## src/rtl/hex_loader_pkg.sv

```systemverilog
// Shared types and constants for the Intel HEX flash loader.
package hex_loader_pkg;

  typedef enum logic [3:0] {
    ST_IDLE,
    ST_LEN,
    ST_ADDR,
    ST_TYPE,
    ST_DATA,
    ST_CSUM,
    ST_WRITE,
    ST_FLUSH,
    ST_DONE
  } state_t;

  localparam logic [7:0] REC_DATA   = 8'h00;
  localparam logic [7:0] REC_EOF    = 8'h01;
  localparam logic [7:0] START_CODE = 8'h3A;

endpackage

```

## src/rtl/hex_ascii_nibble.sv

```systemverilog
// ASCII hex digit decoder. Lowercase 'a'-'f' accepted only when
// HEXLOAD_LOWERCASE_EN is defined.
module hex_ascii_nibble (
  input  logic [7:0] ch,
  output logic [3:0] nib_c,
  output logic       is_hex_c
);

  always_comb begin
    nib_c    = 4'h0;
    is_hex_c = 1'b0;
    if (ch >= 8'h30 && ch <= 8'h39) begin
      nib_c    = 4'(ch - 8'h30);
      is_hex_c = 1'b1;
    end else if (ch >= 8'h41 && ch <= 8'h46) begin
      nib_c    = 4'(ch - 8'h37);
      is_hex_c = 1'b1;
    end
`ifdef HEXLOAD_LOWERCASE_EN
    else if (ch >= 8'h61 && ch <= 8'h66) begin
      nib_c    = 4'(ch - 8'h57);
      is_hex_c = 1'b1;
    end
`endif
  end

endmodule

```

## src/rtl/hex_flash_loader.sv

```systemverilog
// Intel HEX stream parser that programs 16-bit flash words and holds the core
// in reset until a good EOF record. Optional macro: HEXLOAD_LOWERCASE_EN.
module hex_flash_loader
  import hex_loader_pkg::*;
#(
  parameter int unsigned ADDR_W     = 14,
  parameter int unsigned DATA_W     = 16,
  parameter logic [7:0]  BLANK_BYTE = 8'hFF
) (
  input  logic              clk,
  input  logic              rst_n,
  input  logic [7:0]        in_data,
  input  logic              in_valid,
  output logic              in_ready,
  output logic [ADDR_W-1:0] flash_addr,
  output logic [DATA_W-1:0] flash_data,
  output logic              flash_wren,
  output logic              cpu_hold,
  output logic              done,
  output logic              error,
  output logic [ADDR_W-1:0] words_written
);

  // One extra bit so the word address is byte_addr[ADDR_W:1].
  localparam int unsigned BA_W = ADDR_W + 1;

  state_t state, state_nxt;

  logic              in_ready_nxt, flash_wren_nxt, cpu_hold_nxt, done_nxt, error_nxt;
  logic [ADDR_W-1:0] flash_addr_nxt, words_nxt, word_addr, word_addr_nxt;
  logic [DATA_W-1:0] flash_data_nxt;
  logic [7:0]        sum, sum_nxt, len, len_nxt, fcnt, fcnt_nxt;
  logic [7:0]        addr_hi, addr_hi_nxt, rtype, rtype_nxt, hi_byte, hi_byte_nxt;
  logic [3:0]        hi_nib, hi_nib_nxt;
  logic              phase, phase_nxt, pending, pending_nxt, ret_csum, ret_csum_nxt;
  logic [BA_W-1:0]   baddr, baddr_nxt;

  logic [3:0]        nib_c;
  logic              is_hex_c;
  logic              accept_c;
  logic [7:0]        byte_c;
  logic              last_c;
  logic [ADDR_W-1:0] words_inc_c;

  hex_ascii_nibble u_nibble (
    .ch       (in_data),
    .nib_c    (nib_c),
    .is_hex_c (is_hex_c)
  );

  assign accept_c    = in_valid & in_ready;
  assign byte_c      = {hi_nib, nib_c};
  assign last_c      = (fcnt == len - 8'd1);
  assign words_inc_c = (&words_written) ? words_written : words_written + ADDR_W'(1);

  // Next-state and registered-output logic.
  always_comb begin
    state_nxt      = state;
    flash_wren_nxt = 1'b0;
    flash_addr_nxt = flash_addr;
    flash_data_nxt = flash_data;
    cpu_hold_nxt   = cpu_hold;
    done_nxt       = done;
    error_nxt      = error;
    words_nxt      = words_written;
    word_addr_nxt  = word_addr;
    sum_nxt        = sum;
    len_nxt        = len;
    fcnt_nxt       = fcnt;
    addr_hi_nxt    = addr_hi;
    rtype_nxt      = rtype;
    hi_byte_nxt    = hi_byte;
    hi_nib_nxt     = hi_nib;
    phase_nxt      = phase;
    pending_nxt    = pending;
    ret_csum_nxt   = ret_csum;
    baddr_nxt      = baddr;

    case (state)
      ST_IDLE: begin
        if (accept_c && in_data == START_CODE) begin
          state_nxt = ST_LEN;
          sum_nxt   = 8'h00;
          phase_nxt = 1'b0;
        end
      end

      ST_LEN, ST_ADDR, ST_TYPE, ST_DATA, ST_CSUM: begin
        if (accept_c) begin
          if (!is_hex_c) begin
            error_nxt   = 1'b1;
            pending_nxt = 1'b0;
            state_nxt   = ST_IDLE;
          end else if (!phase) begin
            hi_nib_nxt = nib_c;
            phase_nxt  = 1'b1;
          end else begin
            phase_nxt = 1'b0;
            sum_nxt   = sum + byte_c;
            case (state)
              ST_LEN: begin
                len_nxt   = byte_c;
                fcnt_nxt  = 8'd0;
                state_nxt = ST_ADDR;
              end
              ST_ADDR: begin
                if (fcnt == 8'd0) begin
                  addr_hi_nxt = byte_c;
                  fcnt_nxt    = 8'd1;
                end else begin
                  baddr_nxt = BA_W'({addr_hi, byte_c});
                  state_nxt = ST_TYPE;
                end
              end
              ST_TYPE: begin
                rtype_nxt   = byte_c;
                fcnt_nxt    = 8'd0;
                hi_byte_nxt = BLANK_BYTE;
                pending_nxt = 1'b0;
                state_nxt   = (len == 8'd0) ? ST_CSUM : ST_DATA;
              end
              ST_DATA: begin
                fcnt_nxt  = fcnt + 8'd1;
                baddr_nxt = baddr + BA_W'(1);
                state_nxt = last_c ? ST_CSUM : ST_DATA;
                if (rtype == REC_DATA) begin
                  if (!baddr[0]) begin
                    hi_byte_nxt   = byte_c;
                    pending_nxt   = 1'b1;
                    word_addr_nxt = baddr[ADDR_W:1];
                  end else begin
                    // Odd byte completes the word; an odd-start record keeps the blank high half.
                    flash_wren_nxt = 1'b1;
                    flash_addr_nxt = baddr[ADDR_W:1];
                    flash_data_nxt = DATA_W'({hi_byte, byte_c});
                    words_nxt      = words_inc_c;
                    hi_byte_nxt    = BLANK_BYTE;
                    pending_nxt    = 1'b0;
                    ret_csum_nxt   = last_c;
                    state_nxt      = ST_WRITE;
                  end
                end
              end
              ST_CSUM: begin
                if (sum_nxt != 8'h00) begin
                  error_nxt = 1'b1;
                end
                if (rtype == REC_EOF) begin
                  if (sum_nxt == 8'h00) begin
                    done_nxt     = 1'b1;
                    cpu_hold_nxt = error;
                    state_nxt    = ST_DONE;
                  end else begin
                    state_nxt = ST_IDLE;
                  end
                end else if (pending) begin
                  flash_wren_nxt = 1'b1;
                  flash_addr_nxt = word_addr;
                  flash_data_nxt = DATA_W'({hi_byte, BLANK_BYTE});
                  words_nxt      = words_inc_c;
                  pending_nxt    = 1'b0;
                  state_nxt      = ST_FLUSH;
                end else begin
                  state_nxt = ST_IDLE;
                end
              end
              default: ;
            endcase
          end
        end
      end

      ST_WRITE: state_nxt = ret_csum ? ST_CSUM : ST_DATA;
      ST_FLUSH: state_nxt = ST_IDLE;
      ST_DONE:  state_nxt = ST_DONE;
      default:  state_nxt = ST_IDLE;
    endcase

    in_ready_nxt = !(state_nxt inside {ST_WRITE, ST_FLUSH, ST_DONE});
  end

  // State and output registers.
  always_ff @(posedge clk) begin
    if (!rst_n) begin
      state         <= ST_IDLE;
      in_ready      <= 1'b1;
      flash_wren    <= 1'b0;
      flash_addr    <= '0;
      flash_data    <= '0;
      cpu_hold      <= 1'b1;
      done          <= 1'b0;
      error         <= 1'b0;
      words_written <= '0;
      word_addr     <= '0;
      sum           <= 8'h00;
      len           <= 8'h00;
      fcnt          <= 8'h00;
      addr_hi       <= 8'h00;
      rtype         <= 8'h00;
      hi_byte       <= BLANK_BYTE;
      hi_nib        <= 4'h0;
      phase         <= 1'b0;
      pending       <= 1'b0;
      ret_csum      <= 1'b0;
      baddr         <= '0;
    end else begin
      state         <= state_nxt;
      in_ready      <= in_ready_nxt;
      flash_wren    <= flash_wren_nxt;
      flash_addr    <= flash_addr_nxt;
      flash_data    <= flash_data_nxt;
      cpu_hold      <= cpu_hold_nxt;
      done          <= done_nxt;
      error         <= error_nxt;
      words_written <= words_nxt;
      word_addr     <= word_addr_nxt;
      sum           <= sum_nxt;
      len           <= len_nxt;
      fcnt          <= fcnt_nxt;
      addr_hi       <= addr_hi_nxt;
      rtype         <= rtype_nxt;
      hi_byte       <= hi_byte_nxt;
      hi_nib        <= hi_nib_nxt;
      phase         <= phase_nxt;
      pending       <= pending_nxt;
      ret_csum      <= ret_csum_nxt;
      baddr         <= baddr_nxt;
    end
  end

endmodule

```

## config.mk

```make
export PLATFORM = sky130hd
export DESIGN_NAME = hex_flash_loader
export DESIGN_NICKNAME = d
export VERILOG_FILES = /design/src/rtl/hex_loader_pkg.sv /design/src/rtl/hex_ascii_nibble.sv /design/src/rtl/hex_flash_loader.sv
export SDC_FILE = /design/constraint.sdc
export NUM_CORES = 1
export LEC_CHECK = 0
export CAP_MARGIN = 10
export CORE_AREA = 2 2 124 126
export DETAILED_ROUTE_END_ITERATION = 16
export DIE_AREA = 0 0 126 128
export PLACE_DENSITY = 0.7
export RECOVER_POWER = 100
export SLEW_MARGIN = 20
export SYNTH_ARGS = -nofsm -noshare
export SYNTH_HDL_FRONTEND = slang
export SYNTH_HIERARCHICAL = 1
export SYNTH_SLANG_ARGS = --single-unit
```

## constraint.sdc

```tcl
create_clock -name clk -period 4.2 [get_ports clk]
set_clock_uncertainty 0.1 [all_clocks]
set_input_delay 0.84 -clock clk [delete_from_list [all_inputs] [get_ports clk]]
set_output_delay 0.84 -clock clk [all_outputs]
set_load 0.1 [all_outputs]
```

==> impl_metrics.env <==
export IMPL_synth_async_reset_ratio_pct=0
export IMPL_gp_congestion=0.871
export IMPL_critPathKind="input pin to flip-flop"
export IMPL_drv_cap=0
export IMPL_num_antenna_cells=0
export IMPL_synthCells=830
export IMPL_final_nets=930
export IMPL_fp_dieArea_sq_um=16100
export IMPL_ys_seq_area_share_pct=39.2
export IMPL_grt_overflow_total=0
export IMPL_num_fill_cells=1364
export IMPL_first_pass_iters=5
export IMPL_hpwlAfterDp_um=11700
export IMPL_required_ns=4.42
export IMPL_final_cell_mix="dfxtp_1 (136), nor2_1 (113), nand2_1 (57)"
export IMPL_rr_worst_depth=7
export IMPL_synth_edff_count=0
export IMPL_drt_wl_total_um=17600
export IMPL_peakVddDrop_v=0.000292
export IMPL_vias=6346
export IMPL_fin_ws_ns=0.0911
export IMPL_rr_startpoint="state[1]$_SDFF_PN0_"
export IMPL_io_buffer_count=59
export IMPL_synth_nets=857
export IMPL_start_util_pct=46.8
export IMPL_cts_tree="yes"
export IMPL_place_worst_setup_slack_ns=-0.616
export IMPL_hold_buffers=0
export IMPL_cp_startpoint="in_data[1]"
export IMPL_slowest_delay_ns=0.43
export IMPL_syn_avg_cell_area_sq_um=8.38
export IMPL_setup_violations_final=0
export IMPL_fp_coreArea_sq_um=14900
export IMPL_synth_cell_type_count=79
export IMPL_rsz0062_at_grt="false"
export IMPL_cts_root_buf="clkbuf_16"
export IMPL_drt_iter0_drc=383
export IMPL_drc=0
export IMPL_antenna_found_initial=0
export IMPL_grt_pass1_vias=5918
export IMPL_insertion_delay_ns=0.43
export IMPL_grt_max_degree=91
export IMPL_fp_dieW_um=126
export IMPL_grt_first_pass_wirelength_um=29400
export IMPL_drive_gt1_share_pct=11.4
export IMPL_ys_dominant_reg_cell="dfxtp_1"
export IMPL_worstPathCellList="dlygate4sd2_1 -> inv_2 -> ha_1 -> or3b_4 -> nand4_4 -> o21ai_4 -> ha_2 -> fa_2 -> xor2_1 -> or3_1 -> a211o_1 -> or4_4 -> buf_4 -> o31a_2 -> o21a_1"
export IMPL_final_max_slew_viol_count=0
export IMPL_tightestPinTransition_ns=1.02
export IMPL_startpoint_type="input pin"
export IMPL_netlist_area_sq_um=6950
export IMPL_post_drt_wl_per_cell_um=16.0
export IMPL_cts_buffers=17
export IMPL_multi_input_area_sq_um=4000
export IMPL_cts_max_level=4
export IMPL_final_common_cell="dfxtp_1"
export IMPL_powerDensity_nw_per_um2=340
export IMPL_ff_latch_area_sq_um=2720
export IMPL_viasPerCell=5.75
export IMPL_hold_start="hi_byte[0]$_SDFFE_PN1P_"
export IMPL_max_freq_ghz=0.243
export IMPL_synth_seq_cells=136
export IMPL_fin_crit_sh_pct=97.8
export IMPL_clock_path_buffers=2
export IMPL_whs_path_depth=2
export IMPL_area_growth_pct=23.4
export IMPL_hp_class="flip-flop to flip-flop"
export IMPL_p_leak_nw=3.37
export IMPL_ant_nets=0
export IMPL_io_pins=60
export IMPL_clkTransAtPathRegs_ns=0.06
export IMPL_cts_sinks=136
export IMPL_finalPower_mw=2.92
export IMPL_slew_headroom_pct=32.0
export IMPL_crit_fanout=4
export IMPL_die_h_um=128
export IMPL_crit_path_end_kind="flip-flop"
export IMPL_track_usage_pct=22.3
export IMPL_hold_violations=0
export IMPL_rows=45
export IMPL_fin_crit_ns=4.11
export IMPL_cp_arrival_ns=4.33
export IMPL_yosys_warnings=6
export IMPL_slowest_stage="or4_4"
export IMPL_status="complete, no violations"
-- sequential cells by signal, indices dropped and copies added (netlist names), 7 cells and up --
name           flops
flash_data        16
baddr             15
flash_addr        14
word_addr         14
words_written     14
fcnt               8
hi_byte            8
len                8
rtype              8
sum                8
addr_hi            7
-- synth_stat cells (4+ instances only) --
cell      number  area share (%)
a211oi_1      27             2.9
xnor2_1       17             2.1
o22ai_1        4            0.36
dfxtp_1      136              39
nor4_1        16             1.4
clkbuf_1      36             1.9
mux2i_1       49             7.1
buf_2          9            0.65
nor2b_1       12             1.1
nor3_1        40             2.9
o21ai_0       37             2.7
ha_1          15             2.7
and3_1         6            0.54
o21a_1         5            0.54
nand2_1       57             3.1
or4_1          4            0.43
a21oi_1       56             4.0
xor2_1        11             1.4
or3_1          5            0.45
and2_1         5            0.45
nand2b_1       4            0.36
nand4_1       15             1.3
a22o_1         6            0.76
nor2_1       113             6.1
nor3b_1        4            0.43
inv_1         21             1.1
nand3_1       31             2.2
a31oi_1        6            0.54
-- per-stage QoR --
stage                     TNS [ns]  cell area [sq um]  hold WS [ns]  instances  util, %
after CTS                        0               8630         0.355       1104     58.0
final                            0               8580         0.350       1104     57.7
after floorplan                  0               7000         0.332        830        -
after global placement       -2.28               7990         0.344       1070     53.8
after global routing             0               8580         0.368       1104     57.7
after detailed placement     -2.65               7990         0.348       1070     53.8
-- path summary, 6_finish.rpt --
path,to,slack (ns)
max,in_ready$_SDFF_PN1_,0.09
max reg2reg,baddr[3]$_SDFFE_PN0P_,0.88
min,flash_data[8]$_SDFFE_PN0P_,0.35
min reg2reg,flash_data[8]$_SDFFE_PN0P_,0.35
-- area by class of cell --
class	instances	share of cell area, %
inverter	22	0.962
clock inverter	13	1.95
tap	188	2.74
sequential	136	31.7
clock buffer	19	5.28
multi-input combinational	618	46.6
timing repair buffer	108	10.7
-- repair_timing --
action / in CTS / in global routing
pin swaps: 1 / 0
buffers inserted: 2 / 0
resized for setup: 4 / 9
endpoints found under the setup margin: 4 / 4
-- worst max-delay path: cells and delay by family --
kind            cells  cell delay [ns]
fa+ha+maj           3             0.75
buf+inv             3             0.48
xor+xnor            1             0.17
simple gates        4             1.28
compound gates      4             0.81
-- logic make-up after synthesis --
group | Yosys count | synth area share, %
AND/OR/NAND/NOR | 337 | 24.5
AO/OA/AOI/OAI | 187 | 17.9
flip-flops | 136 | 39.2
buffers and inverters | 76 | 4.66
multiplexers | 49 | 7.06
XOR/XNOR | 29 | 3.76
adder cells (fa/ha/maj) | 16 | 2.99
-- layer usage --
| metal | GRT usage, % | part of all wire, % | up-vias |
|---|---|---|---|
| met5 | 0 | 0 | - |
| li1 | - | - | 3161 |
| met4 | 8.60 | 2.2 | 0 |
| met3 | 4.42 | 4.1 | 31 |
| met2 | 35.5 | 48 | 158 |
| met1 | 29.9 | 46 | 2996 |
-- where the power goes --
group          internal, mW  switching (mW)  leakage (nW)
sequential             1.29       0.0000688          1.10
combinational        0.0288          0.0477          1.97
clock                 0.970           0.583         0.300
(Power assumes the default switching activity.)
